<file path="config.mk">
export PLATFORM = sky130hd
export DESIGN_NAME = result_store_arbiter
export DESIGN_NICKNAME = d
export VERILOG_FILES = /design/src/rtl/result_store_arbiter.sv
export SDC_FILE = /design/constraint.sdc
export NUM_CORES = 1
export LEC_CHECK = 0
export BUFFER_PORTS_ARGS = -buffer_cell sky130_fd_sc_hd__buf_4
export CORE_ASPECT_RATIO = 1.1
export CORE_MARGIN = 5
export CORE_UTILIZATION = 46
export CTS_CLUSTER_SIZE = 40
export DETAILED_ROUTE_END_ITERATION = 8
export PLACE_DENSITY = 0.91
export SETUP_SLACK_MARGIN = 0.2
export SYNTH_ARGS = -nofsm -noshare
export SYNTH_HDL_FRONTEND = slang
export SYNTH_SLANG_ARGS = --single-unit
export TNS_END_PERCENT = 30
</file>
<file path="constraint.sdc">
create_clock -name clk -period 4.83 [get_ports clk]
set_input_delay 1.449 -clock clk [delete_from_list [all_inputs] [get_ports clk]]
set_output_delay 1.449 -clock clk [all_outputs]
set_load 0.005 [all_outputs]
</file>
<file path="src/rtl/result_store_arbiter.sv">
// result_store_arbiter: round-robin arbiter that funnels per-core result words
// into one registered output stage, tagging each with its source core index,
// and pulses done once every core has sent its last word and the stage drained.
module result_store_arbiter #(
  parameter int unsigned CORES              = 4,
  parameter int unsigned DATA_WIDTH         = 32,
  parameter int unsigned CORE_COUNTER_WIDTH = (CORES > 1) ? $clog2(CORES) : 1
) (
  input  logic                          clk,
  input  logic                          reset,
  input  logic                          start,
  input  logic [CORES-1:0]              core_valid,
  input  logic [CORES*DATA_WIDTH-1:0]   core_data,
  input  logic [CORES-1:0]              core_last,
  output logic [CORES-1:0]              core_ready,
  output logic                          out_valid,
  output logic [DATA_WIDTH-1:0]         out_data,
  output logic [CORE_COUNTER_WIDTH-1:0] out_core_id,
  input  logic                          out_ready,
  output logic [15:0]                   result_count,
  output logic                          busy,
  output logic                          done
);

  localparam int unsigned IW = CORE_COUNTER_WIDTH;
  // One extra bit so ptr + offset can be compared against CORES before wrapping.
  localparam int unsigned SW = IW + 1;

  typedef enum logic [1:0] {
    S_IDLE,
    S_ARB,
    S_DRAIN,
    S_FINISH
  } state_e;

  state_e                state_q;
  logic [IW-1:0]         ptr_q;
  logic [CORES-1:0]      done_mask_q;
  logic                  out_valid_q;
  logic [DATA_WIDTH-1:0] out_data_q;
  logic [IW-1:0]         out_core_id_q;
  logic [15:0]           result_count_q;
  logic                  busy_q;
  logic                  done_q;

  logic                  slot_free_c;
  logic                  grant_found_c;
  logic [IW-1:0]         grant_idx_c;
  logic [SW-1:0]         scan_c;
  logic                  xfer_c;
  logic [DATA_WIDTH-1:0] grant_data_c;
  logic                  grant_last_c;
  logic [CORES-1:0]      done_mask_d;
  logic [IW-1:0]         ptr_d;

  // Round-robin search from ptr, grant generation and next-pass bookkeeping.
  always_comb begin
    slot_free_c   = !out_valid_q || out_ready;
    grant_found_c = 1'b0;
    grant_idx_c   = '0;
    scan_c        = '0;
    for (int k = 0; k < int'(CORES); k++) begin
      scan_c = SW'(ptr_q) + SW'(k);
      if (scan_c >= SW'(CORES)) begin
        scan_c = scan_c - SW'(CORES);
      end
      if (!grant_found_c && core_valid[scan_c[IW-1:0]] && !done_mask_q[scan_c[IW-1:0]]) begin
        grant_found_c = 1'b1;
        grant_idx_c   = scan_c[IW-1:0];
      end
    end

    core_ready = '0;
    if ((state_q == S_ARB) && slot_free_c && grant_found_c) begin
      core_ready[grant_idx_c] = 1'b1;
    end
    // A grant is only ever given to a valid core, so any ready bit is a transfer.
    xfer_c = |core_ready;

    grant_data_c = '0;
    grant_last_c = 1'b0;
    for (int i = 0; i < int'(CORES); i++) begin
      if (IW'(i) == grant_idx_c) begin
        grant_data_c = core_data[i*DATA_WIDTH +: DATA_WIDTH];
        grant_last_c = core_last[i];
      end
    end

    done_mask_d = done_mask_q;
    if (xfer_c && grant_last_c) begin
      done_mask_d[grant_idx_c] = 1'b1;
    end

    ptr_d = (grant_idx_c == IW'(CORES - 1)) ? '0 : grant_idx_c + IW'(1);
  end

  // Pass control FSM, output stage and counters.
  always_ff @(posedge clk) begin
    if (reset) begin
      state_q        <= S_IDLE;
      ptr_q          <= '0;
      done_mask_q    <= '0;
      out_valid_q    <= 1'b0;
      out_data_q     <= '0;
      out_core_id_q  <= '0;
      result_count_q <= '0;
      busy_q         <= 1'b0;
      done_q         <= 1'b0;
    end else begin
      done_q <= 1'b0;
      if (out_valid_q && out_ready) begin
        out_valid_q <= 1'b0;
      end
      case (state_q)
        S_IDLE: begin
          if (start) begin
            done_mask_q    <= '0;
            result_count_q <= '0;
            ptr_q          <= '0;
            busy_q         <= 1'b1;
            state_q        <= S_ARB;
          end
        end
        S_ARB: begin
          if (xfer_c) begin
            out_valid_q   <= 1'b1;
            out_data_q    <= grant_data_c;
            out_core_id_q <= grant_idx_c;
            ptr_q         <= ptr_d;
            done_mask_q   <= done_mask_d;
            if (result_count_q != 16'hFFFF) begin
              result_count_q <= result_count_q + 16'd1;
            end
          end
          if (&done_mask_d) begin
            state_q <= S_DRAIN;
          end
        end
        S_DRAIN: begin
          if (!out_valid_q || out_ready) begin
            state_q <= S_FINISH;
            done_q  <= 1'b1;
          end
        end
        S_FINISH: begin
          state_q <= S_IDLE;
          busy_q  <= 1'b0;
        end
        default: state_q <= S_IDLE;
      endcase
    end
  end

  assign out_valid    = out_valid_q;
  assign out_data     = out_data_q;
  assign out_core_id  = out_core_id_q;
  assign result_count = result_count_q;
  assign busy         = busy_q;
  assign done         = done_q;

endmodule

</file>
-- Yosys cells after proc, flatten, opt, wreduce, memory -nomap -nowiden
Index checks and enable logic that the tools add are counted.
- $add $sub $neg: 9
- $lt $le $gt $ge: 10
- eq/ne operators: 13
- muxes and demuxes: 61
- bitwise gates (word level): 2
- reduce and logical (&&, ||, !) cells: 33
- operators by type and width (operator ; count):
    $mux 32 ; 4
    $mux 16 ; 3
    $pmux 16 s2 ; 1
    $mux 2 ; 14
    $mux 1 ; 22
    $add 16x1->16 const B ; 1
    $bmux 1 s2 ; 8
    $mux 4 ; 4
    $ne 16x16->1 const B ; 1
    $lt 2x3->1 const B ; 5
    $logic_and 1x1->1 ; 12
    $ge 3x3->1 const B ; 3
    $logic_not 1->1 ; 8
    $pmux 2 s4 ; 1
    $pmux 4 s2 ; 1
    $reduce_and 4->1 ; 2
    $sub 2x1->2 const B ; 4
    $add 2x2->3 const B ; 2
    $eq 2x2->1 const B ; 3
    $ne 2x2->1 const B ; 3
    $reduce_and 3->1 ; 2
    $eq 2x2->1 const A ; 2
    $logic_not 2->1 ; 2
    $ne 2x1->1 const B ; 2
    other kinds (16) ; 18
- register bits: 61
- input port bits: 140
- output and inout bits: 57
- word-level logic and storage cells: 137

-- Longest topological paths before layout
- depth after elaboration: 30
- gate-level depth with buffers: 14
- depth with buffers taken out: 12

-- Least setup slack after synthesis
Ideal clock, no wire load.
- kind: input -> output
- start: input port core_valid[3]
- end: output port core_ready[2]
- arrival: 3206 ps
- required time: 3381 ps
- path slack: 175 ps
- stages: 8
- path buffers: 3
- cells stage by stage: nor2b_1 > o221a_2 > o22ai_1 > ha_1 > buf_6 > clkbuf_1 > clkbuf_1 > and3_1
- longest elaborated chain between the ends: 21
- elaborated cells on any way between the ends: 33
- those cells by class: order compare (2); mux (19); reduce/logical (12)
- RTL lines (item ; line ; text):
    start, declared ; 12 ; input logic [CORES-1:0] core_valid,
    $bmux 1 s2 ; 67 ; if (!grant_found_c && core_valid[scan_c[IW-1:0]] && !done_mask_q[scan_c[IW-1:0]]) begin
    $mux 1 (not written as such) ; 67 ;
    $logic_and 1x1->1 ; 67 ;
    $mux 1 ; 67 ;
    $logic_not 1->1 ; 67 ;
    $logic_and 1x1->1 (2 in series) ; 67 ;
    $mux 1 ; 67 ;
    $logic_not 1->1 ; 67 ;
    [3 not listed] ; n/a ;
    $logic_not 1->1 ; 67 ;
    $logic_and 1x1->1 (2 in series) ; 67 ;
    $mux 2 ; 67 ;
    $lt 2x3->1 (not written as such) or $ge 2x1->1 (tied branches) ; 75 ; core_ready[grant_idx_c] = 1'b1;
    $logic_and 1x1->1 (not written as such) ; 75 ;
    $mux 1 (not written as such) ; 75 ;
    $demux 1 s2 ; 75 ;
    $mux 4 * ; 74 ; if ((state_q == S_ARB) && slot_free_c && grant_found_c) begin
    end, declared ; 15 ; output logic [CORES-1:0] core_ready,
Mark *: on every way between the ends. The rest lies on a longest branch, timed or not. The select of a mux whose other input is x is not followed.

-- Worst setup path in the final report
- start: input port core_valid[3]
- end: output port core_ready[1]
- longest elaborated chain between the ends: 21
- elaborated cells on any way between the ends: 33
- those cells by class: order compare (2); mux (19); reduce/logical (12)
- RTL lines (item ; line ; text):
    $bmux 1 s2 ; 67 ;
    $mux 1 (not written as such) ; 67 ;
    $logic_and 1x1->1 ; 67 ;
    $mux 1 ; 67 ;
    $logic_not 1->1 ; 67 ;
    $logic_and 1x1->1 (2 in series) ; 67 ;
    $mux 1 ; 67 ;
    $logic_not 1->1 ; 67 ;
    [4 not listed] ; n/a ;
    $logic_and 1x1->1 (2 in series) ; 67 ;
    $mux 2 * ; 67 ;
    net grant_idx_c[0] ; 48 ; logic [IW-1:0] grant_idx_c;
    $lt 2x3->1 (not written as such) or $ge 2x1->1 (tied branches) ; 75 ;
    $logic_and 1x1->1 (not written as such) ; 75 ;
    $mux 1 (not written as such) ; 75 ;
    $demux 1 s2 * ; 75 ;
    $mux 4 * ; 74 ;
Mark *: on every way through the listed nets, which the timed path passes. The rest lies on a longest branch. The select of a mux whose other input is x is not followed.

==> results by group <==
Setup path
  • Data required, critical path: 3.38 ns
  • Slack of the worst reg-to-reg path: 1.46 ns
  • Category of the most critical setup path: input port to primary output
  • Beginning of the worst register-to-register path: done_mask_q[0]
  • Kind of start point of the critical path: input port
  • Peak fanout along the critical path: 5
  • Critical path capture point type: primary output
  • Cells on worst reg2reg path: 11
  • Critical R2R Capture: result_count[15]
  • Arrival time at the worst endpoint: 2.98 ns

Logic synthesis
  • Mean instance size in the synthesized netlist: 7.32 um^2
  • Post-Syn Area: 3830 um^2
  • Post-synth EDFFs: 0
  • Dominant register cell in the synthesized netlist: dfxtp_1
  • Distinct cell type count after synthesis: 49
  • Synth Net Count: ~670
  • Sequential-to-total area share from yosys stat: 0.319
  • Synth warnings: 0
  • Gate count after technology mapping: 523
  • Register bit total from synthesis: 61
  • Post-synthesis async set-or-reset flop share: 0

Power
  • Comb power frac: 0.467
  • Worst ir drop on vdd: 0.000202 V
  • Power spent charging and discharging nets: 0.824 mW
  • Fraction of power consumed by sequential logic: 0.311
  • Cell-internal power: approximately 1.4 mW
  • P_leak: 2.31 nW
  • Proportion of power drawn by the clock network: 0.222
  • Switching part of the total power: 0.375
  • Total Power Consumption: roughly 2.2 mW
  • Total power per unit cell area: 398 nW/um^2

Route
  • Residual DRC: 0
  • First-pass iteration count of the detailed router: 5
  • Final routed wirelength across all metal layers: 12600 um
  • Violation count after the first detailed-route iteration: 210
  • Final routed wire length divided by cell count: 15.6 um
  • DR vias: between 4000 and 5000
  • Vias per inst: 5.55
  • Antenna-violating nets left: 0

Clock tree
  • Num Clock Sinks: 61
  • Number of buffers inserted for hold repair after clock tree synthesis: 0
  • Number of buffers between clock root and the deepest sink: 2
  • Clock transition time at the flip-flop clock pins of the worst setup and hold paths: 0.07 ns
  • H-tree lvl count: 3
  • Root cell of the clock tree: clkbuf_8
  • Total clock buffers created by CTS: 9
  • CTS tree: done
  • Clock latency of the later-clocked register in the worst-skew pair: 0.33 ns

Floorplanning
  • Row count: 35
  • Horizontal extent of the die: between 90 and 100 um
  • Initial Util: 0.463
  • Top-Level Pins: 197
  • Die outline height: 106 um
  • Core Region: 8280 um^2
  • DIE AREA: roughly 10000 um^2

Global route
  • Total routing resource utilization after global routing: 0.237
  • Grt met3 use: 0.0834
  • Gr busiest metal: met2
  • Met1 usage: 0.262
  • Global-route wire length before repair: 20200 um
  • Total gr overflow: 0
  • Largest net degree at the start of global routing: 71
  • Initial antenna violation count: 0
  • Via count of the first global-routing pass: approximately 4400
  • Fraction of met2 tracks used by global routing: 0.411

Job
  • Max-cap violations: 0

Placed design
  • Detail Placement HPWL: 9620 um
  • Number of port buffers: 196
  • Final RePlAce weighted congestion: 0.933

Min path
  • Min-Delay Endpoint: busy
  • Start point of the worst hold path: busy
  • Hold Path Cell Cnt: 2
  • Path type of the worst min-delay path: flip-flop to flip-flop

Cells and area
  • Share of cells above drive strength 1: 0.338
  • Total Nets Final: 840
  • Layout overhead on the synthesized area: 44.1%
  • Fill cell total of the finished layout: 712
  • # diodes: 0

STA
  • Total negative slack: 0 ns
  • Period utilisation layout: 0.918
  • Total of endpoints with negative setup slack in the final report: 0
  • Setup repair after global routing missed its margin: false
  • Final min period: 4.43 ns
  • Final number of max-transition violations: 0
  • Worst slew margin relative to its limit: 0.341
  • Final hold violations: 0
  • Transition at the pin with the smallest max-transition slack: 0.989 ns
  • Highest Clock Rate: 0.226 GHz
  • Worst Clk Skew: between 0.01 and 0.015 ns

Run status
  • Run status: complete, no violations
[critical path: stages]
cell and delay, ns:
buf_4 0.11, nor2b_1 0.15, o221a_2 0.29, o22ai_1 0.34
inv_1 0.14, ha_2 0.23, and3_1 0.14, buf_4 0.13
[worst max path at each step]
stage / startpoint / endpoint / slack (ns)
after floorplan: core_valid[0] / core_ready[3] / 0.18
after global placement: core_valid[0] / core_ready[0] / 0.46
after detailed placement: core_valid[3] / state_q[0] / 0.37
after CTS: core_valid[0] / core_ready[0] / 0.38
after global routing: core_valid[0] / core_ready[0] / 0.30
final: core_valid[3] / core_ready[1] / 0.40
[layout make-up]
cell class                 count  area (um^2)  area share
clock inverter                 6         87.6      0.0159
timing repair buffer         201         1510       0.273
sequential                    61         1220       0.221
tap                          111          139      0.0252
clock buffer                  10          128      0.0231
multi-input combinational    408         2400       0.434
inverter                      10         37.5     0.00680
[cell usage in the layout (no fill, tap or decap), types with 3 or more instances in the layout]
| cell type | n |
|---|---|
| a211oi_1 | 3 |
| a21oi_1 | 74 |
| a22oi_1 | 4 |
| and3_1 | 10 |
| buf_4 | 201 |
| clkbuf_8 | 9 |
| dfxtp_1 | 61 |
| ha_1 | 6 |
| ha_2 | 3 |
| inv_1 | 9 |
| nand2_1 | 72 |
| nand2b_1 | 6 |
| nand3_1 | 11 |
| nand3b_1 | 33 |
| nand4_1 | 3 |
| nor2_1 | 60 |
| nor2b_1 | 5 |
| nor3_1 | 5 |
| nor3b_1 | 3 |
| o211ai_1 | 33 |
| o21ai_0 | 36 |
| xnor2_1 | 10 |
[what timing repair did]
| action | in CTS | in global routing |
|---|---|---|
| endpoints found under the setup margin | 0 | 1 |
| resized for setup | 0 | 1 |
| buffers inserted | 0 | 0 |
| hold endpoints to repair | 0 | 0 |
[sequential cells by signal, summed over array words and instances (netlist names)]
| signal | flops |
|---|---|
| done | 1 |
| result_count | 16 |
| ptr_q | 2 |
| out_data | 32 |
| out_valid | 1 |
| state_q | 2 |
| busy | 1 |
| out_core_id | 2 |
| done_mask_q | 4 |
[power groups by stage]
stage	sequential, mW	clock, mW	combinational (mW)
2_1_floorplan	0.689	0	0.634
3_3_place_gp	0.688	0	0.988
3_5_place_dp	0.692	0	1.03
4_1_cts	0.684	0.501	1.03
5_1_grt	0.698	0.527	1.14
6_report	0.684	0.487	1.03
[cells in the mapped netlist, types with 3 or more instances]
master | instances | area [um^2]
xnor2_1 | 10 | 87.6
nor2_1 | 60 | 225
o211ai_1 | 33 | 248
nand3b_1 | 33 | 248
nand4_1 | 3 | 18.8
ha_1 | 9 | 113
dfxtp_1 | 61 | 1220
nand2_1 | 72 | 270
nor2b_1 | 5 | 31.3
a211oi_1 | 3 | 22.5
nand3_1 | 11 | 55.1
buf_2 | 7 | 35.0
a21oi_1 | 74 | 370
a22oi_1 | 4 | 30.0
nor3b_1 | 3 | 22.5
nor3_1 | 5 | 25.0
clkbuf_1 | 28 | 105
inv_1 | 9 | 33.8
o21ai_0 | 36 | 180
and3_1 | 11 | 68.8
buf_1 | 7 | 26.3
nand2b_1 | 6 | 37.5
[metrics by stage]
step	setup WS, ns	cells	instance area [um^2]	hold WS [ns]	util
final	0.396	807	5520	0.475	0.667
after detailed placement	0.369	791	5300	0.470	0.640
after global routing	0.298	807	5520	0.512	0.667
after floorplan	0.177	523	3830	0.453	-
after CTS	0.377	807	5510	0.478	0.666
after global placement	0.456	791	5300	0.450	0.640
[layer usage]
| metal | wire length (um) | vias to the layer above |
|---|---|---|
| li1 | - | 2187 |
| met4 | 331 | 0 |
| met5 | 0 | - |
| met1 | 4780 | 2057 |
| met3 | 1220 | 27 |
| met2 | 6300 | 205 |
[logic make-up after synthesis]
logic type | share of synthesized area
and+or+nand+nor | 0.303
DFF | 0.319
AOI/OAI and AO/OA | 0.264
buffers and inverters | 0.0591
xor gates and xnor gates | 0.0229
muxes | 0.00294
adders and majority gates | 0.0294
Note: power is estimated with default switching activity, not from simulation.
